--- config.mk ---
export PLATFORM = sky130hd
export DESIGN_NAME = stream_capture_serializer
export DESIGN_NICKNAME = d
export VERILOG_FILES = /design/src/rtl/stream_capture_serializer.sv
export SDC_FILE = /design/constraint.sdc
export NUM_CORES = 2
export LEC_CHECK = 0
export CAP_MARGIN = 30
export CORE_ASPECT_RATIO = 1.2
export CORE_UTILIZATION = 54
export DETAILED_ROUTE_END_ITERATION = 10
export PLACE_DENSITY = 0.7
export REMOVE_ABC_BUFFERS = 1
export SYNTH_ARGS = -nofsm -noshare
export SYNTH_HDL_FRONTEND = slang
export SYNTH_SLANG_ARGS = --single-unit
--- constraint.sdc ---
create_clock -name ap_clk -period 5.55 [get_ports ap_clk]
set_clock_uncertainty 0.05 [all_clocks]
set_input_delay 1.3875 -clock ap_clk [delete_from_list [all_inputs] [get_ports ap_clk]]
set_output_delay 1.3875 -clock ap_clk [all_outputs]
set_load 0.005 [all_outputs]
--- src/rtl/stream_capture_serializer.sv ---
// Per-channel capture FIFOs drained round-robin into OUT_W-wide frames (header beat + payload beats).
// Optional parity beat per frame when CAPTURE_PARITY_EN is defined.
module stream_capture_serializer #(
  parameter int NUM_CH     = 4,
  parameter int DATA_W     = 32,
  parameter int FIFO_DEPTH = 16,
  parameter int OUT_W      = 4
) (
  input  logic                     ap_clk,
  input  logic                     ap_rst_n,
  input  logic [NUM_CH-1:0]        ch_write,
  input  logic [NUM_CH*DATA_W-1:0] ch_din,
  output logic [NUM_CH-1:0]        ch_full,
  output logic [NUM_CH-1:0]        overflow,
  output logic [OUT_W-1:0]         data_out,
  output logic                     data_valid,
  output logic                     frame_start,
  output logic                     probe_out
);
  localparam int PTR_W  = $clog2(FIFO_DEPTH);
  localparam int CH_W   = (NUM_CH > 1) ? $clog2(NUM_CH) : 1;
  localparam int NBEATS = DATA_W / OUT_W;
  localparam int BEAT_W = (NBEATS > 1) ? $clog2(NBEATS) : 1;

`ifdef CAPTURE_PARITY_EN
  typedef enum logic [1:0] {S_IDLE, S_HDR, S_PAYLOAD, S_PARITY} state_t;
`else
  typedef enum logic [1:0] {S_IDLE, S_HDR, S_PAYLOAD} state_t;
`endif

  logic [DATA_W-1:0] r_mem  [NUM_CH][FIFO_DEPTH];
  logic [PTR_W-1:0]  r_wptr [NUM_CH];
  logic [PTR_W-1:0]  r_rptr [NUM_CH];
  logic [PTR_W:0]    r_cnt  [NUM_CH];
  logic [NUM_CH-1:0] r_overflow;
  state_t            r_state, w_state_nxt;
  logic [CH_W-1:0]   r_gch, r_rr;
  logic [DATA_W-1:0] r_shift;
  logic [BEAT_W-1:0] r_beat;
  logic              r_probe;
`ifdef CAPTURE_PARITY_EN
  logic              r_par;
`endif

  logic [NUM_CH-1:0] w_push, w_pop;
  logic [CH_W-1:0]   w_gch, w_cand;
  logic              w_any, w_pop_en, w_last_beat, w_frame_done;
  logic [DATA_W-1:0] w_head;

  always_comb begin
    for (int unsigned i = 0; i < NUM_CH; i++) begin
      ch_full[i] = (r_cnt[i] == (PTR_W+1)'(FIFO_DEPTH));
      w_push[i]  = ch_write[i] & ~ch_full[i];
      w_pop[i]   = w_pop_en && (w_gch == CH_W'(i));
    end
  end

  assign overflow  = r_overflow;
  assign probe_out = r_probe;
  assign w_head    = r_mem[w_gch][r_rptr[w_gch]];

  // Scan from the farthest offset down so the nearest non-empty channel after r_rr wins.
  always_comb begin
    w_any  = 1'b0;
    w_gch  = '0;
    w_cand = '0;
    for (int unsigned k = NUM_CH; k > 0; k--) begin
      w_cand = CH_W'((32'(r_rr) + k - 1) % NUM_CH);
      if (r_cnt[w_cand] != '0) begin
        w_any = 1'b1;
        w_gch = w_cand;
      end
    end
  end

  always_ff @(posedge ap_clk) begin
    if (!ap_rst_n) r_state <= S_IDLE;
    else           r_state <= w_state_nxt;
  end

  always_comb begin
    w_state_nxt  = r_state;
    data_out     = '0;
    data_valid   = 1'b0;
    frame_start  = 1'b0;
    w_pop_en     = 1'b0;
    w_frame_done = 1'b0;
    w_last_beat  = (r_beat == BEAT_W'(NBEATS - 1));
    unique case (r_state)
      S_IDLE: begin
        if (w_any) begin
          w_pop_en    = 1'b1;
          w_state_nxt = S_HDR;
        end
      end
      S_HDR: begin
        data_out    = OUT_W'(r_gch);
        data_valid  = 1'b1;
        frame_start = 1'b1;
        w_state_nxt = S_PAYLOAD;
      end
      S_PAYLOAD: begin
        data_out   = r_shift[DATA_W-1 -: OUT_W];
        data_valid = 1'b1;
        if (w_last_beat) begin
`ifdef CAPTURE_PARITY_EN
          w_state_nxt  = S_PARITY;
`else
          w_state_nxt  = S_IDLE;
          w_frame_done = 1'b1;
`endif
        end
      end
`ifdef CAPTURE_PARITY_EN
      S_PARITY: begin
        data_out     = OUT_W'(r_par);
        data_valid   = 1'b1;
        w_state_nxt  = S_IDLE;
        w_frame_done = 1'b1;
      end
`endif
      default: w_state_nxt = S_IDLE;
    endcase
  end

  always_ff @(posedge ap_clk) begin
    for (int unsigned i = 0; i < NUM_CH; i++)
      if (w_push[i]) r_mem[i][r_wptr[i]] <= ch_din[i*DATA_W +: DATA_W];
  end

  always_ff @(posedge ap_clk) begin
    if (!ap_rst_n) begin
      for (int unsigned i = 0; i < NUM_CH; i++) begin
        r_wptr[i] <= '0;
        r_rptr[i] <= '0;
        r_cnt[i]  <= '0;
      end
      r_overflow <= '0;
      r_gch      <= '0;
      r_rr       <= '0;
      r_shift    <= '0;
      r_beat     <= '0;
      r_probe    <= 1'b0;
`ifdef CAPTURE_PARITY_EN
      r_par      <= 1'b0;
`endif
    end else begin
      for (int unsigned i = 0; i < NUM_CH; i++) begin
        if (w_push[i]) r_wptr[i] <= r_wptr[i] + 1'b1;
        if (w_pop[i])  r_rptr[i] <= r_rptr[i] + 1'b1;
        r_cnt[i] <= r_cnt[i] + (PTR_W+1)'(w_push[i]) - (PTR_W+1)'(w_pop[i]);
        if (ch_write[i] && ch_full[i]) r_overflow[i] <= 1'b1;
      end
      if (w_pop_en) begin
        r_shift <= w_head;
        r_gch   <= w_gch;
        r_rr    <= (w_gch == CH_W'(NUM_CH - 1)) ? '0 : w_gch + 1'b1;
        r_beat  <= '0;
`ifdef CAPTURE_PARITY_EN
        r_par   <= ^w_head;
`endif
      end else if (r_state == S_PAYLOAD) begin
        r_shift <= r_shift << OUT_W;
        r_beat  <= r_beat + 1'b1;
      end
      if (w_frame_done) r_probe <= ~r_probe;
    end
  end
endmodule

==> out/qor.txt <==
Final hold vios -> 0
Core area -> 0.159 sq mm
Worst Slack Setup Final -> 631 ps
Finish-stage setup viols -> 0
Die area -> 0.162 sq mm
Reg power frac -> 0.292
Post-CTS setup buffer count -> 0
Top_reg_cell synth -> edfxtp_1
Final #Nets -> 6840
Max frequency -> 203 MHz
Async SR Flop Fraction -> 0
Pwr Density -> 672 mW/mm^2
Number of global-route vias before repair -> 57512
Residual DRC -> 0
Comb pwr share -> 0.502
CP dominant cell by count -> buf_4
Pwr Total -> 65.9 mW
Most common library cells after synthesis -> edfxtp_1, nand2_1, nand3_1
Via-per-instance ratio -> 6.79
Clock-pin slew on the worst setup and hold paths -> 60 ps
Largest cells by area after synthesis -> edfxtp_1, nand2_1, nand3_1, a311oi_1, and3_1
DP Wirelength -> 156000 um
Synth Area per Inst -> 13.2 sq um
Design area -> 0.0980 sq mm
Max Slew Vio Count -> 0
Largest net degree at the start of global routing -> 203
FILL cells -> 11645
Register area share after synthesis -> 0.737
Worst setup EP type -> flop
TritonCTS Buffers -> 200
Max stage delay on crit path -> 800 ps
Util after Layout -> 0.617
I/O Buffers -> 148
Crit path DAT -> 5670 ps
Setup Slack @ Placement -> 872 ps
Top routing layer in use -> met5
DIE HEIGHT -> 441 um
Bufs on Longest Clock Path -> 3
Detailed-routing wirelength on met1 -> 101000 um
Cell row count -> 160
Initial antenna violation count -> 14
Number of DRC markers in iteration 0 -> 10518
RSZ-0062 raised after global routing -> no
Rel. slew slack -> 0.220
WL final -> 299000 um
CP cell instances -> nor4_1 -> nand2_1 -> a311o_1 -> nand2_8 -> buf_4 -> buf_4 -> a211oi_1 -> a311oi_1 -> nand4b_1 -> o31ai_1 -> a2111oi_0 -> a22o_1
Setup crit start kind -> flop
Die width -> 368 um
Netlist cell types -> 64
Antenna Nets Post-Route -> 0
Synthesis Warnings -> 0
Cell at the slowest stage of the critical path -> buf_4
Clock share of power -> 0.206
Number of synthesized flops with an enable pin -> 2080
Routed length per placed instance -> 33.5 um
Share of layout cells above drive strength 1 -> 0.0889
Ports -> 149
Psw -> 29.9 mW
Post-synth top area share -> 0.721
Initial Util -> 0.545
GP Congestion -> 0.886
Global-route wire length before repair -> 416000 um
Met3 wire length -> 44800 um
Worst slew pin tran -> 1170 ps
Flop-to-flop setup slack -> 630 ps
Minimum clock period -> 4920 ps
# clock sinks -> 2146
Pleak -> 33.7 nW
Synth Instances -> 6564
CTS tree -> built
First-pass detailed-route iteration total -> 7
H-Tree Depth -> 4
Pint -> 36.0 mW
Global route overflow -> 0
Clk_lat worst skew -> 860 ps
Hold_buf cts -> 0
Max-Cap Viols -> 0
Area Growth Syn to Fin -> 13.2%
Crit share post-route -> 0.886
Crit path max fanout -> 66
Resized Gates After CTS -> 0
#FFs+latches synth -> 2146
Gr usage total -> 0.364
Area after DPL -> 0.0915 sq mm
Met2 wire length -> 132000 um
Tightest Hold Check Type -> flop to flop
Post-Syn Area -> 0.0866 sq mm
Most frequent cell after synthesis -> edfxtp_1
WP data required -> 6300 ps
Status -> complete, no violations
Root buffer cell -> clkbuf_16
Sw Share -> 0.454
Synth area leader -> edfxtp_1
Via Count -> 60680
CP Class -> flop to flop
Worst vdd ir -> 0.975 mV
-- through the flow --
| stage | instances | hold WS, ps | TNS [ps] |
|---|---|---|---|
| after CTS | 8923 | 426 | 0 |
| final | 8935 | 425 | 0 |
| after floorplan | 6103 | 393 | -1968670 |
| after detailed placement | 8551 | 417 | 0 |
| after global placement | 8548 | 402 | 0 |
| after global routing | 8928 | 450 | 0 |
-- cell usage in the layout, fill, tap and decap left out, types with 16 or more instances in the layout --
cell type,instances
a31oi_1,57
a311o_1,32
nand3_1,576
buf_12,56
nor4_1,30
nand2_1,1862
a311oi_1,305
a211oi_1,111
edfxtp_1,2080
clkdlybuf4s50_1,147
nand4b_1,27
a2111oi_0,29
and2_1,24
clkbuf_1,49
nor2_1,37
mux2_2,27
a21oi_1,66
dfxtp_1,66
nor3_2,21
inv_1,46
buf_4,138
or3_1,30
clkinv_1,36
and3_1,323
xor2_1,16
ha_1,51
o21ai_0,74
a22o_1,26
clkbuf_16,206
nor2_4,30
clkinv_2,37
o31ai_1,27
-- worst paths after layout --
path | from | end | depth (start not counted)
min reg2reg | r_gch[0]$_SDFFE_PN0N_ | r_gch[0]$_SDFFE_PN0N_ | 2
min | r_gch[0]$_SDFFE_PN0N_ | r_gch[0]$_SDFFE_PN0N_ | 2
max | r_cnt[2][0]$_SDFF_PN0_ | r_shift[15]$_SDFFE_PN0P_ | 12
max reg2reg | r_cnt[2][0]$_SDFF_PN0_ | r_shift[15]$_SDFFE_PN0P_ | 12
-- power by group through the flow --
stage	Combinational, mW	Sequential [mW]	Clock, mW
after floorplan	11.2	19.3	0
after global placement	31.3	19.5	0
after detailed placement	31.9	19.5	0
after CTS	32.0	19.2	13.6
after global routing	34.7	19.3	14.1
final	33.1	19.2	13.6
-- flip-flops by register name, summed over array words and instances, names as in the netlist, 3 cells and up --
name	flops
r_mem	2048
r_shift	32
r_cnt	20
r_rptr	16
r_wptr	16
overflow	4
r_beat	3
-- logic make-up (layout without fill, tap and decap cells) --
kind of cell,after synthesis,after routing,share of synthesized area
buffers and inverters,509,765,0.0236
AOI/OAI and AO/OA,768,768,0.0689
other,0,9,0
adders and majority gates,56,56,0.00844
xor gates and xnor gates,30,30,0.00303
muxes,32,32,0.00423
DFF,2146,2146,0.737
and+or+nand+nor,3023,3023,0.155
-- final cells by class --
| cell class | instances | area [sq um] | area share |
|---|---|---|---|
| clock buffer | 268 | 5520 | 0.0563 |
| antenna | 9 | 22.5 | 0.000230 |
| multi-input combinational | 3909 | 21200 | 0.217 |
| tap | 2106 | 2640 | 0.0269 |
| timing repair buffer | 345 | 3740 | 0.0381 |
| clock inverter | 104 | 886 | 0.00904 |
| inverter | 48 | 195 | 0.00199 |
| sequential | 2146 | 63800 | 0.651 |
-- critical path, delay by kind of cell, from the launching register on --
family | cells | cell delay (ps)
buffers and inverters | 2 | 1420
flip-flops | 1 | 330
AND/OR/NAND/NOR | 4 | 1240
AO/OA/AOI/OAI | 6 | 1680
-- layer usage --
layer | GRT usage | up-vias
met5 | 0 | -
met4 | 0.233 | 8
met3 | 0.100 | 1076
met2 | 0.543 | 5252
met1 | 0.474 | 29687
li1 | - | 24657
Note: power is estimated with default switching activity, not from simulation.
